### src/rtl/tdm_demux14.sv
// TDM demultiplexer: 4 slots of W bits per frame into frame-atomic registered outputs.
// Optional TDM_DEMUX14_PARITY_EN adds a fifth even-parity slot and the perr flag.
module tdm_demux14 #(
  parameter int W = 1
) (
  input  logic         clk,
  input  logic         rst,
  input  logic         en,
  input  logic [W-1:0] din,
  input  logic         fsync,
  output logic [W-1:0] o0,
  output logic [W-1:0] o1,
  output logic [W-1:0] o2,
  output logic [W-1:0] o3,
  output logic         valid,
  output logic         s1,
  output logic         s0,
  output logic         locked,
  output logic         sync_err,
  output logic         perr
);

`ifdef TDM_DEMUX14_PARITY_EN
  localparam int         NSH  = 4;
  localparam logic [2:0] LAST = 3'd4;
`else
  localparam int         NSH  = 3;
  localparam logic [2:0] LAST = 3'd3;
`endif

  typedef enum logic {HUNT, RUN} state_t;

  state_t       st_q, st_d;
  logic [2:0]   idx_q, idx_d;
  logic [W-1:0] sh_q [NSH];
  logic [W-1:0] sh_d [NSH];
  logic [W-1:0] o_q  [4];
  logic [W-1:0] o_d  [4];
  logic         valid_q, valid_d;
  logic         serr_q, serr_d;
`ifdef TDM_DEMUX14_PARITY_EN
  logic         perr_q, perr_d;
`endif

  always_comb begin
    st_d    = st_q;
    idx_d   = idx_q;
    sh_d    = sh_q;
    o_d     = o_q;
    valid_d = 1'b0;
    serr_d  = 1'b0;
`ifdef TDM_DEMUX14_PARITY_EN
    perr_d  = 1'b0;
`endif
    if (en) begin
      // fsync anywhere but slot 0 restarts the frame
      if (fsync && (st_q == HUNT || idx_q != 3'd0)) begin
        sh_d[0] = din;
        idx_d   = 3'd1;
        st_d    = RUN;
        serr_d  = (st_q == RUN);
      end else if (st_q == RUN) begin
        if (idx_q == LAST) begin
          idx_d   = 3'd0;
          valid_d = 1'b1;
          o_d[0]  = sh_q[0];
          o_d[1]  = sh_q[1];
          o_d[2]  = sh_q[2];
`ifdef TDM_DEMUX14_PARITY_EN
          o_d[3]  = sh_q[3];
          perr_d  = ^{sh_q[0], sh_q[1], sh_q[2], sh_q[3], din[0]};
`else
          o_d[3]  = din;
`endif
        end else begin
          for (int k = 0; k < NSH; k++) begin
            if (idx_q == 3'(k)) sh_d[k] = din;
          end
          idx_d = idx_q + 3'd1;
        end
      end
    end
  end

  always_ff @(posedge clk) begin
    if (rst) begin
      st_q    <= HUNT;
      idx_q   <= 3'd0;
      valid_q <= 1'b0;
      serr_q  <= 1'b0;
      for (int k = 0; k < NSH; k++) sh_q[k] <= '0;
      for (int k = 0; k < 4; k++) o_q[k] <= '0;
`ifdef TDM_DEMUX14_PARITY_EN
      perr_q  <= 1'b0;
`endif
    end else begin
      st_q    <= st_d;
      idx_q   <= idx_d;
      valid_q <= valid_d;
      serr_q  <= serr_d;
      sh_q    <= sh_d;
      o_q     <= o_d;
`ifdef TDM_DEMUX14_PARITY_EN
      perr_q  <= perr_d;
`endif
    end
  end

  assign o0       = o_q[0];
  assign o1       = o_q[1];
  assign o2       = o_q[2];
  assign o3       = o_q[3];
  assign valid    = valid_q;
  assign sync_err = serr_q;
  assign s1       = idx_q[1];
  assign s0       = idx_q[0];
  assign locked   = (st_q == RUN);
`ifdef TDM_DEMUX14_PARITY_EN
  assign perr     = perr_q;
`else
  assign perr     = 1'b0;
`endif

endmodule

### config.mk
export PLATFORM = sky130hd
export DESIGN_NAME = tdm_demux14
export DESIGN_NICKNAME = d
export VERILOG_FILES = /design/src/rtl/tdm_demux14.sv
export SDC_FILE = /design/constraint.sdc
export NUM_CORES = 1
export LEC_CHECK = 0
export CAP_MARGIN = 20
export CORE_MARGIN = 1.5
export CORE_UTILIZATION = 47
export CTS_BUF_LIST = sky130_fd_sc_hd__clkbuf_8
export CTS_CLUSTER_DIAMETER = 60
export DETAILED_ROUTE_END_ITERATION = 8
export PLACE_DENSITY = 0.83
export SLEW_MARGIN = 15
export SYNTH_ARGS = -nofsm -noshare
export SYNTH_HDL_FRONTEND = slang
export SYNTH_SLANG_ARGS = --single-unit
### constraint.sdc
create_clock -name clk -period 4.15 [get_ports clk]
set_clock_uncertainty 0.15 [all_clocks]
set_input_delay 0.6225 -clock clk [delete_from_list [all_inputs] [get_ports clk]]
set_output_delay 0.6225 -clock clk [all_outputs]
set_load 0.02 [all_outputs]
# [Word level (Yosys, flattened, before mapping)]
# Index checks and enable logic that the tools add are counted.
[word_totals] ff_bits=13 input_bits=5
[classes] add_sub_neg=1 eq_ne=4 muxes=10 bitwise_logic=4 reduce_logical=14
[ops] cell="$mux 3" n=5
[ops] cell="$reduce_and 5->1" n=2
[ops] cell="$reduce_and 4->1" n=2
[ops] cell="$eq 3x2->1 const B" n=2
[ops] cell="$mux 1" n=5
[ops] cell="$not 1->1" n=4
[ops] cell="$reduce_and 2->1" n=2
[ops] cell="$reduce_bool 2->1" n=2
[ops] cell="$reduce_or 4->1" n=1
[ops] cell="$add 3x1->3 const B" n=1
[ops] cell="$eq 3x1->1 const B" n=1
[ops] cell="$logic_not 3->1" n=1
[ops] cell="$reduce_bool 3->1" n=1
[ops] cell="$reduce_or 3->1" n=1
[ops] cell="$ne 2x2->1 const B" n=1
[ops] cell="$logic_and 1x1->1" n=1
[ops] cell="$logic_or 1x1->1" n=1

# [Logic depth before layout (Yosys ltp)]
# Gate-level depths: netlist (run 1).
[logic_depth] ltp_word=5 ltp_mapped=6 mapped_depth_nobuf=6

# [Worst setup path after synthesis (run 1)]
# No wires, ideal clock.
[synth_timing] kind="register to register" startpoint="reg idx_q[0]" endpoint="reg sh_q[0] (netlist name)" arrival_ps=1441 setup_slack_ps=2431 path_stages_with_launch=7 path_buffers=0 synth_period_minus_slack_ps=1719 cell_sequence="dfxtp_1 -> inv_1 -> ha_1 -> nor2b_1 -> nor3_1 -> mux2i_1 -> nor2_1"
[synth_between] elab_chain_len=5
[synth_lines] element="start: declaration" line_no="34" rtl="logic [2:0] idx_q, idx_d;"
[synth_lines] element="start signal: assignment" line_no="98" rtl="idx_q <= idx_d;"
[synth_lines] element="$reduce_bool 3->1" line_no="57" rtl="if (fsync && (st_q == HUNT || idx_q != 3'd0)) begin"
[synth_lines] element="$logic_or 1x1->1" line_no="57"
[synth_lines] element="$logic_and 1x1->1" line_no="57"
[synth_lines] element="$not 1->1 (no line)"
[synth_lines] element="$reduce_and 5->1 (no line) *"
[synth_lines] element="end signal: assignment" line_no="101" rtl="sh_q <= sh_d;"
[synth_lines] element="end: declaration" line_no="35" rtl="logic [W-1:0] sh_q [NSH];"
# Every way passes the cells marked *; elsewhere a longest branch is shown, timed or not.
# A chain may end at the register's enable or synchronous reset.

# [Worst setup path after layout (run 1)]
[layout_timing] startpoint="reg st_q (netlist: locked)" endpoint="out locked"
[layout_rtl] element="start: declaration" line_no="33" rtl="state_t st_q, st_d;"
[layout_rtl] element="start signal: assignment" line_no="97" rtl="st_q <= st_d;"
[layout_rtl] element="end: declaration" line_no="18" rtl="output logic locked,"
# No word-level cell between the ends.

==> run metrics, run 1 <==
Placed Area 787 sq um; total number of vias 526; CTS Sinks 13; WP buf/inv 1; Nets 97; Resized cells post-CTS 0; minimum clock period 2.28 ns; TritonCTS Buffers 3; final wirelength 1.22 mm; Hold Crit Class flop to flop; footprint of the multi-input gates 370 sq um; Final Hold Fails 0; core area 0.00130 sq mm; First-pass DRT Iterations 4; Sw Ratio 0.246; worst-path cell chain clkdlybuf4s50_1; clock power share 0.405; Yosys cell types 25; Power Density 333 mW/mm^2; part of the power in combinational logic 0.120; Design Area, Final 833 sq um; RSZ-0062 raised after global routing false; Critical Path AT 1.50 ns; CP Class flop to primary output; Crit path required time 3.38 ns; Die Height 40.5 um; critical path's slowest cell clkdlybuf4s50_1; initial DRC count 6; GR Overflow Total 0; largest net degree at the start of global routing 15; # DRC 0; Tcrit/Tclk final 0.549; PortBufs 13; initial antenna violation count 0; most frequent cells in the layout dfxtp_1, clkdlybuf4s50_1, nor2_1, nand2_1, mux2i_1; Clk pin slew, worst setup/hold paths 0.06 ns; Worst VDD drop 0.193 mV; synth-to-layout area growth 25.9%; clock latency at the later pin of the worst-skew pair 0.24 ns; Psw 68.1 uW; share of cells above drive strength 1 0.0805; CP delay by family, top buffers and inverters; r2r startpoint idx_q[0]$_SDFFE_PP0P_; #FFs+latches synth 13; Reg area 260 sq um; crit-path max FO 11; Seq pwr share 0.475; leading area contributor after synthesis dfxtp_1; Post-DRT Antenna Nets 0; Die Span X 40.5 um; vias in the first global route 467; slowest stage delay, CP 0.69 ns; FP Rows 13; setup TNS 0 ns; P_leak 0.000313 uW; H-tree levels 1; fmax 439 MHz; first-pass GRT wire length 1.95 mm; syn avg cell area 8.94 sq um; CP Launch Point locked$_SDFFE_PP0P_; CTS tree yes; Synth top area share 0.393; die area 0.00164 sq mm; post-CTS setup buffer count 0; cell-internal power 209 uW; diodes inserted 0; # IOs 15; synth warn 0; post-synthesis sequential area ratio 0.393; mapped cell area 662 sq um; clk buf depth 2; worst hold path startpoint idx_q[2]$_SDFFE_PP0P_; Max-Cap Viols 0; final max-slew violation count 0; outcome finished clean; Mapped Cells 74; Critical Path End Type primary output; hold buffer count at cts 0; synth top area cells dfxtp_1, mux2i_1, ha_1; gp weighted congestion 0.782; Final Setup Violations 0; HPWL after detailed placement 912 um; Starting Density 0.509; Fillers 114; wire per inst 12.0 um; Post-Syn Nets 83; CTS root buffer clkbuf_8; gr usage total 0.197; via-per-instance ratio 5.16; CP Launch Type flop
## per-stage QoR
step	setup slack, ns	cells	power (uW)	utilization	hold slack, ns
after floorplan	2.43	74	157	-	0.292
after global placement	1.91	98	167	0.605	0.315
after detailed placement	1.81	98	168	0.605	0.323
after CTS	1.89	102	282	0.640	0.334
after global routing	1.81	102	293	0.640	0.356
final	1.87	102	277	0.640	0.339
## power groups by stage
stage / logic [uW] / clock network, uW / registers [uW]
final: 33.3 / 112 / 132
after global routing: 37.3 / 123 / 132
after CTS: 33.5 / 117 / 132
after detailed placement: 33.4 / 0 / 134
after global placement: 33.2 / 0 / 134
after floorplan: 23.0 / 0 / 134
## synth_stat cells, drive strengths merged
cell type  instances
a21o               1
a21oi              4
a22o               1
and2               1
buf                3
clkbuf             1
conb               1
dfxtp             13
ha                 4
inv                2
mux2i              7
nand2              8
nand2b             4
nand3              1
nand3b             4
nor2               9
nor2b              1
nor3               5
nor4               1
o21ai              2
or3                1
## flip-flops by register name (all words and copies together) (netlist names)
signal / count
idx_q: 3
sh_q: 3
locked: 1
o0: 1
o1: 1
o2: 1
o3: 1
sync_err: 1
valid: 1
## layer usage
metal	routed length [um]	GRT usage
met1	550	0.224
met2	593	0.298
met3	58	0.100
met4	21	0.100
met5	0	0
## cell families (layout without fill, tap and decap cells)
logic type | Yosys count | in the layout | share of synthesized area
flip-flops | 13 | 13 | 0.393
AO/OA/AOI/OAI | 8 | 8 | 0.0699
buffers and inverters | 6 | 19 | 0.0472
AND/OR/NAND/NOR | 35 | 35 | 0.302
multiplexers | 7 | 7 | 0.106
other | 1 | 1 | 0.00567
adder cells (fa/ha/maj) | 4 | 4 | 0.0756
## area by class of cell
cell class | count | share of cell area
Clock inverter | 1 | 0.00601
Sequential cell | 13 | 0.312
Multi-Input combinational cell | 55 | 0.444
Clock buffer | 3 | 0.0495
Timing Repair Buffer | 13 | 0.156
Tap cell | 15 | 0.0225
Inverter | 2 | 0.00901
## path summary, 6_finish.rpt
path / depth (start not counted) / end / slack [ns]
worst min register to register: 2 / idx_q[2]$_SDFFE_PP0P_ / 0.34
worst max-delay path: 1 / locked / 1.87
worst min-delay path: 2 / idx_q[2]$_SDFFE_PP0P_ / 0.34
worst max register to register: 6 / o1$_SDFFE_PP0P_ / 2.39
Power figures use the tool's default switching activity.
==> inputs of run 2 (changes only) <==
==> constraint.sdc (replaced) <==
create_clock -name clk -period 2.2 [get_ports clk]
set_clock_uncertainty 0.15 [all_clocks]
set_input_delay 0.33 -clock clk [delete_from_list [all_inputs] [get_ports clk]]
set_output_delay 0.33 -clock clk [all_outputs]
set_load 0.02 [all_outputs]
==> run metrics, run 2 (synthesis gave the netlist of run 1 again) <==
RSZ-0062 raised after global routing false; initial DRC count 11 (+5); final max-slew violation count 0 (unchanged); via-per-instance ratio 5.16 (unchanged); vias in the first global route 464 (-0.64%); clock latency at the later pin of the worst-skew pair 0.24 ns (about the same); # IOs 15 (unchanged); Power Density 628 mW/mm^2 (+89%); Pwr Total 523 uW (+89%); part of the power in combinational logic 0.121 (about the same); Critical Path AT 1.48 ns (-0.02 ns); Die Span X 40.5 um (unchanged); Resized cells post-CTS 0 (unchanged); setup TNS 0 ns (unchanged); TritonCTS Buffers 3 (unchanged); Design Area, Final 833 sq um (unchanged); Post-DRT Antenna Nets 0 (unchanged); Max-Cap Viols 0 (unchanged); Worst VDD drop 0.365 mV (+89%); Sw Ratio 0.246 (about the same); crit-path max FO 11 (unchanged); fmax 511 MHz; cell-internal power 395 uW (+89%); WP buf/inv 1 (unchanged); worst-path cell chain clkdlybuf4s50_1; CP Class flop to primary output; Tcrit/Tclk final 0.889; wire per inst 11.8 um (-1.5%); clk buf depth 2 (unchanged); Seq pwr share 0.474 (about the same); initial antenna violation count 0 (unchanged); CP delay by family, top buffers and inverters; Crit path required time 1.72 ns (-1.66 ns); Final Setup Violations 0 (unchanged); Hold WS 0.330 ns (-0.00834 ns); Critical Path End Type primary output; CP Launch Type flop; first-pass GRT wire length 1.94 mm (-0.72%); critical path's slowest cell clkdlybuf4s50_1; slowest stage delay, CP 0.68 ns (about the same); Nets 97 (unchanged); CTS Sinks 13 (unchanged); share of cells above drive strength 1 0.0805 (unchanged); die area 0.00164 sq mm (unchanged); Die Height 40.5 um (unchanged); GR Overflow Total 0 (unchanged); # DRC 0 (unchanged); core area 0.00130 sq mm (unchanged); hold buffer count at cts 0 (unchanged); First-pass DRT Iterations 2 (-2); diodes inserted 0 (unchanged); largest net degree at the start of global routing 15 (unchanged); final wirelength 1.21 mm (-1.5%); gr usage total 0.194 (-0.00252); total number of vias 526 (unchanged); outcome finished clean; CTS tree yes; post-CTS setup buffer count 0 (unchanged); P_leak 0.000313 uW (unchanged); gp weighted congestion 0.781 (about the same); Placed Area 787 sq um (unchanged); CTS root buffer clkbuf_8; Hold Crit Class flop to flop; Clk pin slew, worst setup/hold paths 0.06 ns (about the same); Psw 129 uW (+89%); biggest registers after layout idx_q: 3 flops, sh_q: 3 flops; Starting Density 0.509 (unchanged); H-tree levels 1 (unchanged); PortBufs 13 (unchanged); synth-to-layout area growth 25.9% (unchanged); FP Rows 13 (unchanged); HPWL after detailed placement 891 um (-2.3%); Final Hold Fails 0 (unchanged); minimum clock period 1.96 ns; most frequent cells in the layout dfxtp_1, clkdlybuf4s50_1, nor2_1, nand2_1, mux2i_1; clock power share 0.404 (about the same)
## run 2: cell counts in the layout (fill, tap and decap cells not counted)
No cell type changed its count.
## run 2: power by group through the flow
stage	logic [uW]	clock network (uW)	registers, uW
global placement	62.7	0	253
detailed placement	63.1	0	253
CTS	63.5	220	248
global route	70.4	233	249
floorplan	43.4	0	254
finish	63.5	211	248
## run 2: metrics by stage
| step | util | cells | worst slack, ns |
|---|---|---|---|
| 2_1_floorplan | - | 74 | 0.481 |
| 3_3_place_gp | 0.605 | 98 | 0.252 |
| 3_5_place_dp | 0.605 | 98 | 0.166 |
| 4_1_cts | 0.640 | 102 | 0.233 |
| 5_1_grt | 0.640 | 102 | 0.154 |
| 6_report | 0.640 | 102 | 0.244 |
## run 2: area by class of cell
type,count,area [sq um]
clock inverters,1,5.00
repair buffers,13,130
fillers,113,468
multi-input cells,55,370
clock buffers,3,41.3
inverters,2,7.51
well taps,15,18.8
flip-flops and latches,13,260
## run 2: worst min-delay path: cells and delay by family (launching register included)
family	cells	cell delay [ns]
flops	1	0.33
compound gates	1	0.04
simple gates	1	0.07
## run 2: worst paths after layout
check                         from               endpoint  slack [ns]  cells after the start
min reg2reg  idx_q[2]$_SDFFE_PP0P_  idx_q[2]$_SDFFE_PP0P_        0.33                      2
max            locked$_SDFFE_PP0P_                 locked        0.24                      1
min          idx_q[2]$_SDFFE_PP0P_  idx_q[2]$_SDFFE_PP0P_        0.33                      2
max reg2reg  idx_q[0]$_SDFFE_PP0P_        o1$_SDFFE_PP0P_        0.40                      6
## run 2: layer usage
layer,part of all wire,track usage,up-vias
met5,0,0,-
met4,0.016,0.100,0
met3,0.053,0.100,5
met2,0.47,0.294,11
met1,0.46,0.220,238
li1,-,-,272
==> inputs of run 3 (changes only) <==
--- a/config.mk
+++ b/config.mk
@@ -11,7 +11,9 @@
 export CTS_BUF_LIST = sky130_fd_sc_hd__clkbuf_8
 export CTS_CLUSTER_DIAMETER = 60
 export DETAILED_ROUTE_END_ITERATION = 8
+export GPL_TIMING_DRIVEN = 0
 export PLACE_DENSITY = 0.83
+export SKIP_CTS_REPAIR_TIMING = 1
 export SLEW_MARGIN = 15
 export SYNTH_ARGS = -nofsm -noshare
 export SYNTH_HDL_FRONTEND = slang
==> run metrics, run 3 (synthesis gave the netlist of run 1 again) <==
CTS tree yes; Hold Crit Class input port to flop; P_leak 0.000326 uW (+4.2%); Crit path required time 1.72 ns (about the same); Critical Path AT 1.33 ns (-0.15 ns); part of the power in combinational logic 0.137 (+0.016); # IOs 15 (unchanged); gr usage total 0.187 (-0.00682); TritonCTS Buffers 3 (unchanged); fmax 553 MHz (+8.1%); Die Height 40.5 um (unchanged); setup TNS 0 ns (unchanged); most frequent cells in the layout dfxtp_1, clkdlybuf4s50_1, nor2_1, nand2_1, mux2i_1; dpl cells 101 (+3.1%); HPWL after detailed placement 910 um (+2.1%); Seq pwr share 0.465 (-0.009); final std cells w/o fill 105 (+2.9%); Tcrit/Tclk final 0.822 (-0.0670); Final Hold Fails 0 (unchanged); GR Overflow Total 0 (unchanged); Sw Ratio 0.249 (+0.00301); commonest non-fill, non-tap cell in the layout dfxtp_1; CTS Sinks 13 (unchanged); worst-path cell chain clkdlybuf4s50_1; via-per-instance ratio 5.40 (+4.7%); CP delay by family, top buffers and inverters; core area 0.00130 sq mm (unchanged); met3 Usage GRT 0.0333 (-0.0667); H-tree levels 1 (unchanged); initial DRC count 8 (-3); Power Density 622 mW/mm^2 (-0.89%); largest net degree at the start of global routing 11 (-4); diodes inserted 0 (unchanged); Worst VDD drop 0.397 mV (+8.6%); final max-slew violation count 0 (unchanged); synth-to-layout area growth 27.8%; Psw 131 uW (+1.8%); critical path's slowest cell clkdlybuf4s50_1; # DRC 0 (unchanged); WP buf/inv 1 (unchanged); CTS root buffer clkbuf_8; Clk pin slew, worst setup/hold paths 0.06 ns (about the same); clk buf depth 2 (unchanged); CP Launch Type flop; Post-DRT Antenna Nets 0 (unchanged); gr busiest metal met2; initial antenna violation count 0 (unchanged); CP Class flop to primary output; Die Span X 40.5 um (unchanged); Nets 100 (+3.1%); minimum clock period 1.81 ns (-0.147 ns); gp weighted congestion 0.795 (+1.7%); die area 0.00164 sq mm (unchanged); share of cells above drive strength 1 0.100 (+0.0195); Final Setup Violations 0 (unchanged); clock power share 0.398 (-0.006); vias in the first global route 488 (+5.2%); FP Rows 13 (unchanged); Max-Cap Viols 0 (unchanged); first-pass GRT wire length 1.99 mm (+2.9%); slowest stage delay, CP 0.65 ns (-0.03 ns); Starting Density 0.509 (unchanged); PortBufs 12 (-1); crit-path max FO 7 (-4); cell-internal power 395 uW (+0.19%); grt met1 use 0.230 (+0.00966); biggest registers after layout idx_q: 3 flops, sh_q: 3 flops; outcome finished clean; RSZ-0062 raised after global routing false; First-pass DRT Iterations 4 (+2); total number of vias 567 (+7.8%); met2 Use GR 0.306 (+0.0119); Critical Path End Type primary output; clock latency at the later pin of the worst-skew pair 0.24 ns (about the same); final wirelength 1.29 mm (+6.8%); wire per inst 12.3 um (+3.8%)
-- run 3: cell types whose count changed in the layout (fill, tap and decap cells not counted) --
| cell | previous run | this run |
|---|---|---|
| clkdlybuf4s50_1 | 13 | 12 |
| buf_2 | 0 | 1 |
| clkbuf_1 | 0 | 1 |
| buf_4 | 0 | 2 |
| inv_1 | 2 | 3 |
| clkinv_2 | 1 | 0 |
-- run 3: per-layer routing --
layer,share of wire,vias to the layer above
li1,-,278
met1,0.45,264
met2,0.48,20
met3,0.048,5
met4,0.026,0
met5,0,-
-- run 3: final cells by class --
cell class,count,area (sq um)
multi-input combinational,55,370
clock inverter,1,3.75
clock buffer,3,41.3
fill,114,455
tap,15,18.8
buffer,4,23.8
inverter,2,7.51
timing repair buffer,12,120
sequential,13,260
-- run 3: final timing paths --
check | startpoint | end | slack, ns | depth (start not counted)
hold / removal | en | idx_q[2]$_SDFFE_PP0P_ | 0.25 | 2
setup / recovery | idx_q[0]$_SDFFE_PP0P_ | s0 | 0.39 | 1
setup reg to reg | idx_q[0]$_SDFFE_PP0P_ | o3$_SDFFE_PP0P_ | 0.41 | 6
hold reg to reg | idx_q[2]$_SDFFE_PP0P_ | idx_q[2]$_SDFFE_PP0P_ | 0.33 | 2
-- run 3: power groups by stage --
| stage | logic, uW | clock network [uW] | registers (uW) |
|---|---|---|---|
| after global routing | 78.6 | 221 | 245 |
| after CTS | 71.7 | 216 | 245 |
| after global placement | 68.7 | 0 | 250 |
| final | 72.0 | 209 | 245 |
| after detailed placement | 71.0 | 0 | 250 |
| after floorplan | 43.4 | 0 | 254 |
-- run 3: metrics by stage --
step	power, uW	cell area [sq um]	setup WS (ns)	util	hold slack (ns)
floorplan	297	662	0.481	-	0.259
global placement	318	801	0.276	0.615	0.311
detailed placement	321	801	0.274	0.615	0.315
CTS	532	846	0.383	0.650	0.242
global route	545	846	0.281	0.650	0.262
finish	526	846	0.391	0.650	0.248
